**src/rtl/uart_pkg.sv**
```systemverilog
// Shared definitions for the memory-mapped UART transmitter: FSM encoding,
// register offsets within the window and STATUS bit positions.
package uart_pkg;

  typedef enum logic [1:0] {
    ST_IDLE  = 2'd0,
    ST_START = 2'd1,
    ST_DATA  = 2'd2,
    ST_STOP  = 2'd3
  } uart_state_t;

  // Byte offsets from BASE_ADDR
  localparam logic [31:0] OFS_TXDATA = 32'd0;
  localparam logic [31:0] OFS_STATUS = 32'd4;

  // STATUS register layout: {count, 1'b0, busy, empty, full}
  localparam int STAT_FULL      = 0;
  localparam int STAT_EMPTY     = 1;
  localparam int STAT_BUSY      = 2;
  localparam int STAT_COUNT_LSB = 4;

endpackage

```
**src/rtl/sync_fifo.sv**
```systemverilog
// Single-clock FIFO with occupancy count. Head is presented combinationally
// on rdata. Push is refused when full before the edge, even if a pop happens
// on the same edge; pop is refused when empty.
module sync_fifo #(
  parameter int WIDTH = 8,
  parameter int DEPTH = 8
) (
  input  logic                     clk,
  input  logic                     rst_n,
  input  logic                     push,
  input  logic [WIDTH-1:0]         wdata,
  input  logic                     pop,
  output logic [WIDTH-1:0]         rdata,
  output logic                     full,
  output logic                     empty,
  output logic [$clog2(DEPTH):0]   count
);

  localparam int AW = $clog2(DEPTH);
  localparam int CW = AW + 1;

  logic [WIDTH-1:0] mem [DEPTH];
  logic [AW-1:0]    wr_ptr;
  logic [AW-1:0]    rd_ptr;
  logic             push_ok;
  logic             pop_ok;

  assign full    = (count == CW'(DEPTH));
  assign empty   = (count == '0);
  assign push_ok = push && !full;
  assign pop_ok  = pop && !empty;
  assign rdata   = mem[rd_ptr];

  // Storage write; contents are don't-care until pushed, so no reset
  always_ff @(posedge clk) begin
    if (push_ok) mem[wr_ptr] <= wdata;
  end

  // Pointers wrap naturally at the power-of-two depth; count tracks occupancy
  always_ff @(posedge clk or negedge rst_n) begin
    if (!rst_n) begin
      wr_ptr <= '0;
      rd_ptr <= '0;
      count  <= '0;
    end else begin
      if (push_ok) wr_ptr <= wr_ptr + AW'(1);
      if (pop_ok)  rd_ptr <= rd_ptr + AW'(1);
      case ({push_ok, pop_ok})
        2'b10:   count <= count + CW'(1);
        2'b01:   count <= count - CW'(1);
        default: count <= count;
      endcase
    end
  end

endmodule

```
**src/rtl/mmio_uart_tx.sv**
```systemverilog
// Memory-mapped 8N1 UART transmitter. TXDATA writes queue bytes into a FIFO;
// the FSM drains it as back-to-back frames. STATUS is read combinationally.
module mmio_uart_tx
  import uart_pkg::*;
#(
  parameter logic [31:0] BASE_ADDR    = 32'h8000_0000,
  parameter int          CLKS_PER_BIT = 16,
  parameter int          FIFO_DEPTH   = 8
) (
  input  logic        clk,
  input  logic        rst_n,
  input  logic [31:0] addr,
  input  logic [31:0] wdata,
  input  logic [3:0]  wenable,
  output logic [31:0] rdata,
  output logic        tx
);

  localparam int              BW        = $clog2(CLKS_PER_BIT);
  localparam int              CNTW      = $clog2(FIFO_DEPTH) + 1;
  localparam logic [BW-1:0]   BAUD_LOAD = BW'(CLKS_PER_BIT - 1);

  uart_state_t     state_q, state_d;
  logic [BW-1:0]   baud_q, baud_d;
  logic [2:0]      idx_q, idx_d;
  logic [7:0]      shift_q, shift_d;
  logic            tx_q, tx_d;

  logic            sel_txdata;
  logic            sel_status;
  logic            fifo_push;
  logic            fifo_pop;
  logic [7:0]      fifo_rdata;
  logic            fifo_full;
  logic            fifo_empty;
  logic [CNTW-1:0] fifo_count;
  logic            busy;
  logic            unused_bits;

  assign sel_txdata  = (addr == BASE_ADDR + OFS_TXDATA);
  assign sel_status  = (addr == BASE_ADDR + OFS_STATUS);
  assign fifo_push   = sel_txdata && wenable[0];
  assign busy        = (state_q != ST_IDLE);
  assign tx          = tx_q;
  assign unused_bits = ^{wdata[31:8], wenable[3:1]};

  sync_fifo #(
    .WIDTH (8),
    .DEPTH (FIFO_DEPTH)
  ) u_fifo (
    .clk   (clk),
    .rst_n (rst_n),
    .push  (fifo_push),
    .wdata (wdata[7:0]),
    .pop   (fifo_pop),
    .rdata (fifo_rdata),
    .full  (fifo_full),
    .empty (fifo_empty),
    .count (fifo_count)
  );

  // Zero-cycle register read; TXDATA and unmapped addresses read as zero
  always_comb begin
    rdata = '0;
    if (sel_status) begin
      rdata[31:STAT_COUNT_LSB] = (32 - STAT_COUNT_LSB)'(fifo_count);
      rdata[STAT_BUSY]         = busy;
      rdata[STAT_EMPTY]        = fifo_empty;
      rdata[STAT_FULL]         = fifo_full;
    end
  end

  // Frame sequencing; tx_d is the line level for the cycle after this edge,
  // so the line is driven straight from a flop
  always_comb begin
    state_d  = state_q;
    baud_d   = baud_q;
    idx_d    = idx_q;
    shift_d  = shift_q;
    tx_d     = tx_q;
    fifo_pop = 1'b0;
    unique case (state_q)
      ST_IDLE: begin
        tx_d = 1'b1;
        if (!fifo_empty) begin
          fifo_pop = 1'b1;
          shift_d  = fifo_rdata;
          baud_d   = BAUD_LOAD;
          tx_d     = 1'b0;
          state_d  = ST_START;
        end
      end
      ST_START: begin
        if (baud_q == '0) begin
          baud_d  = BAUD_LOAD;
          idx_d   = 3'd0;
          tx_d    = shift_q[0];
          state_d = ST_DATA;
        end else begin
          baud_d = baud_q - BW'(1);
        end
      end
      ST_DATA: begin
        if (baud_q == '0) begin
          baud_d = BAUD_LOAD;
          if (idx_q == 3'd7) begin
            tx_d    = 1'b1;
            state_d = ST_STOP;
          end else begin
            idx_d   = idx_q + 3'd1;
            shift_d = {1'b0, shift_q[7:1]};
            tx_d    = shift_q[1];
          end
        end else begin
          baud_d = baud_q - BW'(1);
        end
      end
      ST_STOP: begin
        if (baud_q == '0) begin
          // Chain straight into the next start bit when data is waiting
          if (!fifo_empty) begin
            fifo_pop = 1'b1;
            shift_d  = fifo_rdata;
            baud_d   = BAUD_LOAD;
            tx_d     = 1'b0;
            state_d  = ST_START;
          end else begin
            tx_d    = 1'b1;
            state_d = ST_IDLE;
          end
        end else begin
          baud_d = baud_q - BW'(1);
        end
      end
      default: begin
        tx_d    = 1'b1;
        state_d = ST_IDLE;
      end
    endcase
  end

  // State register; reset aborts any frame and returns the line to idle high
  always_ff @(posedge clk or negedge rst_n) begin
    if (!rst_n) begin
      state_q <= ST_IDLE;
      baud_q  <= '0;
      idx_q   <= '0;
      shift_q <= '0;
      tx_q    <= 1'b1;
    end else begin
      state_q <= state_d;
      baud_q  <= baud_d;
      idx_q   <= idx_d;
      shift_q <= shift_d;
      tx_q    <= tx_d;
    end
  end

endmodule

```
**config.mk**
```make
export PLATFORM = sky130hd
export DESIGN_NAME = mmio_uart_tx
export DESIGN_NICKNAME = d
export VERILOG_FILES = /design/src/rtl/uart_pkg.sv /design/src/rtl/sync_fifo.sv /design/src/rtl/mmio_uart_tx.sv
export SDC_FILE = /design/constraint.sdc
export NUM_CORES = 1
export LEC_CHECK = 0
export ABC_AREA = 1
export CAP_MARGIN = 20
export CORE_ASPECT_RATIO = 0.5
export CORE_MARGIN = 5
export CORE_UTILIZATION = 29
export DETAILED_ROUTE_END_ITERATION = 8
export GPL_TIMING_DRIVEN = 0
export MAX_ROUTING_LAYER = met4
export SLEW_MARGIN = 20
export SYNTH_ARGS = -nofsm -noshare
export SYNTH_HDL_FRONTEND = slang
export SYNTH_SLANG_ARGS = --single-unit
```
**constraint.sdc**
```tcl
create_clock -name clk -period 4.3 [get_ports clk]
set_input_delay 0.86 -clock clk [delete_from_list [all_inputs] [get_ports clk]]
set_output_delay 0.86 -clock clk [all_outputs]
set_load 0.03 [all_outputs]
```
==> flow_summary.yaml, run 1 <==
outcome:
  outcome: "complete, no violations"
logic_synthesis:
  ys_seq_area_frac: 0.563
  synth_top_area_cell: "edfxtp_1"
  synth_edf_count: 64
  synthCells: 483
  synth.area.top_cells: "edfxtp_1 (41%), dfrtp_1 (15%), nand2_1 (11%)"
  ys_types: 34
  synth_area_mm2: 0.00466
  ys_async_sr_fraction: 0.304
  synth-main-ff-cell: "edfxtp_1"
  synth_top_area_frac: 0.413
  ys_warn_count: 0
  syn_avg_cell_area_um2: 9.64
  yosys_register_bits: 92
timing:
  fin_skew_ns: 0.00675
  rsz0062_at_grt: "no"
  period_needed_ns: 3.78
  slew_violations: 0
  slew_headroom: 0.328
  setup_tns_ns: 0
  whs_ns: 0.495
  finalHoldViolations: 0
  worst_pin_slew_ns: 1.00
  post-route-period-util: 0.879
  setup_viol: 0
  max_freq_mhz: 265
die:
  coreArea_mm2: 0.0156
  start_util: 0.299
  rows: 32
  die_h_um: 99.6
  dieArea_mm2: 0.0188
  die_x_um: 189
  ios: 103
worst_setup_path:
  reg2reg_to: "u_fifo.count[3]$_DFFE_PN0P_"
  path_class: "in2out"
  crit_required_ns: 3.44
  r2r-start: "state_q[0]$_DFFE_PN0P_"
  r2r_slack_ns: 1.57
  max_stage_delay_ns: 0.70
  crit_fanout: 7
  r2r_cells: 13
  endpoint: "rdata[2]"
  crit_slowest_cell: "clkdlybuf4s50_1"
  cp_cell_sequence: "clkdlybuf4s50_1, nor2_1, nand2_1, nor3_1, nand4_1, nor2_1, clkdlybuf4s50_1"
  crit_start: "addr[15]"
  start_kind: "input pin"
  cp-end-kind: "output port"
  critPathArrivalTime_ns: 2.92
final_layout:
  drive_above_1_share: 0.149
  nets: 653
  area_growth_pct: 24.4
  n_fill_cell: 1509
  multi_input_area_mm2: 0.00176
  diodes: 0
  layout_commonest_cell: "nand2_1"
  final_cell_mix: "nand2_1 (131), edfxtp_1 (64), nand3_1 (53)"
  regArea_mm2: 0.00262
cts:
  post_cts_resized: 0
  path_clk_slew_ns: 0.07
  htree_levels: 3
  cts_hold_buffers: 0
  clkSinkCount: 92
  tritoncts: "built"
  clk_latency_ns: 0.35
  cts_setup_buffers: 0
  cts_buffers: 9
  cts_root_buf: "clkbuf_16"
  cts_max_path_buffers: 2
job:
  maxCapViolCount: 0
route:
  drc_errors: 0
  final_antenna_net_count: 0
  post_drt_wl_per_cell_um: 13.0
  wirelength_um: 10100
  viasPerCell: 4.32
  first_pass_iters: 4
  vias: 3352
  drtIter0Drc: 208
min_path:
  hp-class: "reg2reg"
grt:
  track_usage: 0.114
  antenna_found_initial: 0
  grt_pass1_wl_um: 16400
  grt_pass1_vias: 3202
  grt.overflow.total: 0
  grt_start_max_net_pins: 29
placement:
  dp_hpwl_um: 7230
  place.gp.congestion: 0.782
  port_buffers: 50
pwr:
  irDropWorstVdd_uv: 147
  power_density_mw_per_mm2: 330
  power.leakage_nw: 2.43
==> worst max-delay path, delay by kind of cell <==
family	cells	cell delay (ns)
AND/OR/NAND/NOR	5	0.97
buffers and inverters	2	1.09
==> cell families (layout without fill, tap and decap cells) <==
| kind of cell | after synthesis | in the layout | share of synthesized area |
|---|---|---|---|
| and+or+nand+nor | 256 | 256 | 0.249 |
| DFF | 92 | 92 | 0.563 |
| buffers and inverters | 64 | 129 | 0.0785 |
| AOI/OAI and AO/OA | 51 | 51 | 0.0591 |
| adders and majority gates | 15 | 15 | 0.0419 |
| xor gates and xnor gates | 4 | 4 | 0.00752 |
| other | 1 | 25 | 0.000805 |
==> where the power goes <==
group          total (mW)  internal [mW]  switching (mW)
clock               0.797          0.454           0.342
combinational       0.130         0.0634          0.0661
sequential          0.987          0.973          0.0136
total                1.91           1.49           0.422
==> cell usage after synthesis (2+ instances only) <==
cell type    n
o22ai_1      2
nand3_4      2
nand4_1      3
inv_1       17
a21oi_1     10
o21ai_1     21
xor2_1       3
nand3_2      2
nor2_1      48
nand2_2      3
inv_2        7
dfrtp_1     27
nor2_2       6
edfxtp_1    64
nor2_8       2
ha_1        14
buf_2        8
o21ai_0     15
nand2_1    131
or2_2        2
buf_4       30
nand2_4      2
nand3_1     53
==> worst min path at each step <==
stage | endpoint | start | slack [ns] | cells after the start
after detailed placement | shift_q[7]$_DFFE_PN0P_ | shift_q[7]$_DFFE_PN0P_ | 0.48 | 2
after floorplan | shift_q[7]$_DFFE_PN0P_ | shift_q[7]$_DFFE_PN0P_ | 0.45 | 2
after global placement | shift_q[7]$_DFFE_PN0P_ | shift_q[7]$_DFFE_PN0P_ | 0.47 | 2
after global routing | shift_q[4]$_DFFE_PN0P_ | shift_q[4]$_DFFE_PN0P_ | 0.51 | 2
final | shift_q[6]$_DFFE_PN0P_ | shift_q[6]$_DFFE_PN0P_ | 0.49 | 2
after CTS | tx$_DFFE_PN1P_ | tx$_DFFE_PN1P_ | 0.50 | 2
==> sequential cells by signal, summed over array words and instances (netlist names) <==
register and count:
tx 1, u_fifo.wr_ptr 3, shift_q 8, state_q 2
u_fifo.rd_ptr 3, baud_q 4, idx_q 3, u_fifo.count 4
u_fifo.mem 64
==> metrics by stage <==
stage | instances | power (mW) | area [µm²] | setup slack [ns] | util
2_1_floorplan | 507 | 1.08 | 4750 | 1.57 | -
3_3_place_gp | 761 | 1.13 | 5500 | 0.466 | 0.353
3_5_place_dp | 761 | 1.13 | 5500 | 0.475 | 0.353
4_1_cts | 776 | 1.93 | 5790 | 0.475 | 0.372
5_1_grt | 776 | 1.98 | 5790 | 0.257 | 0.372
6_report | 776 | 1.91 | 5790 | 0.521 | 0.372
==> routing by layer <==
| layer | wire length (µm) | global-route usage | part of all wire |
|---|---|---|---|
| met3 | 519 | 0.0284 | 0.051 |
| met2 | 4710 | 0.185 | 0.47 |
| met1 | 4790 | 0.144 | 0.47 |
| met4 | 110 | 0.0306 | 0.011 |
| met5 | 0 | - | 0 |
==> layout make-up <==
cell class / instances / share of cell area
clock buffers: 9 / 0.0389
repair buffers: 50 / 0.0855
clock inverters: 6 / 0.0123
well taps: 204 / 0.0441
plain buffers: 38 / 0.0458
multi-input cells: 351 / 0.303
flip-flops and latches: 92 / 0.453
inverters: 26 / 0.0173
(Power assumes the default switching activity.)
==> run 2: changes to the inputs <==
- CTS_BUF_LIST: unset -> sky130_fd_sc_hd__clkbuf_4 sky130_fd_sc_hd__clkbuf_8
==> run 2 against run 1 <==
Cell area is 1.7% lower. Register-to-register slack hardly changed. Fmax hardly changed. Via count is 0.12% lower. Core utilization is 0.65 points lower. Routed wire length is 0.22% lower. Non-clock buffer count stayed put. Die area stayed put. Clock power is 26% lower. First-iteration DRC count is 26% lower. Worst setup slack worse by 0.0016 ns. Total power is 11% lower.
==> flow_summary.yaml, run 2 (synthesis gave the netlist of run 1 again) <==
cts:
  clk_latency_ns: 0.37
  cts_setup_buffers: 0
  post_cts_resized: 0
  tritoncts: "built"
  htree_levels: 3
  cts_root_buf: "clkbuf_8"
  path_clk_slew_ns: 0.10
  cts_buffers: 9
  cts_hold_buffers: 0
  cts_max_path_buffers: 2
  clkSinkCount: 92
grt:
  antenna_found_initial: 0
  grt_pass1_vias: 3198
  grt.overflow.total: 0
  grt_start_max_net_pins: 29
  grt_pass1_wl_um: 16300
  track_usage: 0.113
worst_setup_path:
  cp-end-kind: "output port"
  r2r_cells: 13
  cp.buffers_inverters: 2
  crit_required_ns: 3.44
  r2r-start: "state_q[0]$_DFFE_PN0P_"
  reg2reg_to: "u_fifo.count[3]$_DFFE_PN0P_"
  critPathArrivalTime_ns: 2.92
  r2r_slack_ns: 1.57
  cp_cell_sequence: "clkdlybuf4s50_1, nor2_1, nand2_1, nor3_1, nand4_1, nor2_1, clkdlybuf4s50_1"
  start_kind: "input pin"
  crit_fanout: 7
  max_stage_delay_ns: 0.70
  crit_slowest_cell: "clkdlybuf4s50_1"
  path_class: "in2out"
  critical_path.top_delay_family: "buffers and inverters"
die:
  coreArea_mm2: 0.0156
  die_h_um: 99.6
  ios: 103
  die_x_um: 189
  start_util: 0.299
  rows: 32
  dieArea_mm2: 0.0188
route:
  final_antenna_net_count: 0
  drc_errors: 0
  top_layer_used: "met4"
  first_pass_iters: 4
  drtIter0Drc: 154
  post_drt_wl_per_cell_um: 13.0
  viasPerCell: 4.31
  wl_met3_um: 440
  vias: 3348
  dr_wl_met2_um: 4770
  wl_met1_um: 4810
  wirelength_um: 10100
timing:
  setup_tns_ns: 0
  slew_violations: 0
  post-route-period-util: 0.879
  period_needed_ns: 3.78
  finalHoldViolations: 0
  rsz0062_at_grt: "no"
  fin_skew_ns: 0.0108
  max_freq_mhz: 264
  setup_viol: 0
  slew_headroom: 0.362
  worst_pin_slew_ns: 0.954
placement:
  place.gp.congestion: 0.782
  dp_hpwl_um: 7230
  port_buffers: 50
  placedInstanceArea_mm2: 0.00550
final_layout:
  largest_reg_flops: 64
  area_growth_pct: 22.2
  final_design_area_no_fill_mm2: 0.00569
  drive_above_1_share: 0.149
  n_fill_cell: 1521
  multi_input_area_mm2: 0.00176
  top_register: "u_fifo.mem"
  diodes: 0
  nets: 653
  regArea_mm2: 0.00262
  layout_commonest_cell: "nand2_1"
  final_cell_mix: "nand2_1 (131), edfxtp_1 (64), nand3_1 (53)"
  top_regs: "u_fifo.mem x64, shift_q x8"
pwr:
  irDropWorstVdd_uv: 120
  power_density_mw_per_mm2: 299
  power.leakage_nw: 2.39
min_path:
  hp-class: "in2async"
outcome:
  outcome: "complete, no violations"
job:
  maxCapViolCount: 0
## run 2: cell count changes in the layout (fill, tap and decap cells not counted)
cell       delta
clkbuf_8      +9
clkbuf_16     -9
## run 2: layout make-up
| class | instances | share of cell area |
|---|---|---|
| flip-flops and latches | 92 | 0.461 |
| clock inverters | 6 | 0.0125 |
| inverters | 26 | 0.0176 |
| repair buffers | 50 | 0.0870 |
| multi-input cells | 351 | 0.309 |
| plain buffers | 38 | 0.0466 |
| clock buffers | 9 | 0.0218 |
| well taps | 204 | 0.0448 |
## run 2: power breakdown
group | total (mW) | switching [mW] | internal (mW) | leakage, nW
clock | 0.588 | 0.316 | 0.273 | 0.0980
sequential | 0.985 | 0.0134 | 0.972 | 0.958
combinational | 0.129 | 0.0660 | 0.0634 | 1.33
## run 2: how the worst max path moves through the flow
stage,startpoint,to,slack (ns),cells past startpoint
after floorplan,addr[4],rdata[0],1.57,5
after global placement,addr[15],rdata[2],0.47,7
after detailed placement,addr[15],rdata[2],0.47,7
after CTS,addr[15],rdata[2],0.47,7
after global routing,addr[15],rdata[2],0.26,7
final,addr[15],rdata[2],0.52,7
## run 2: layer usage
metal	GRT usage	vias up
li1	-	1732
met2	0.185	68
met5	-	-
met1	0.142	1538
met4	0.0267	0
met3	0.0295	10
## run 2: stage by stage
stage          hold WS, ns   util  power, mW  std cells  setup WS (ns)
6_report             0.494  0.366       1.70        776          0.519
3_3_place_gp         0.472  0.353       1.13        761          0.466
3_5_place_dp         0.477  0.353       1.13        761          0.475
4_1_cts              0.502  0.366       1.72        776          0.475
2_1_floorplan        0.451      -       1.08        507           1.57
5_1_grt              0.519  0.366       1.77        776          0.257
## run 2: worst register-to-register path, stage by stage, from the launching register on
cell and delay [ns]:
dfrtp_1 0.42, inv_1 0.12, ha_1 0.35, inv_1 0.13, nand2_1 0.11, a21oi_4 0.24, ha_1 0.31, ha_1 0.30
a21oi_1 0.14, nand2_1 0.10, a21oi_1 0.17, o21ai_0 0.12, nand2_1 0.08, nand2_1 0.05
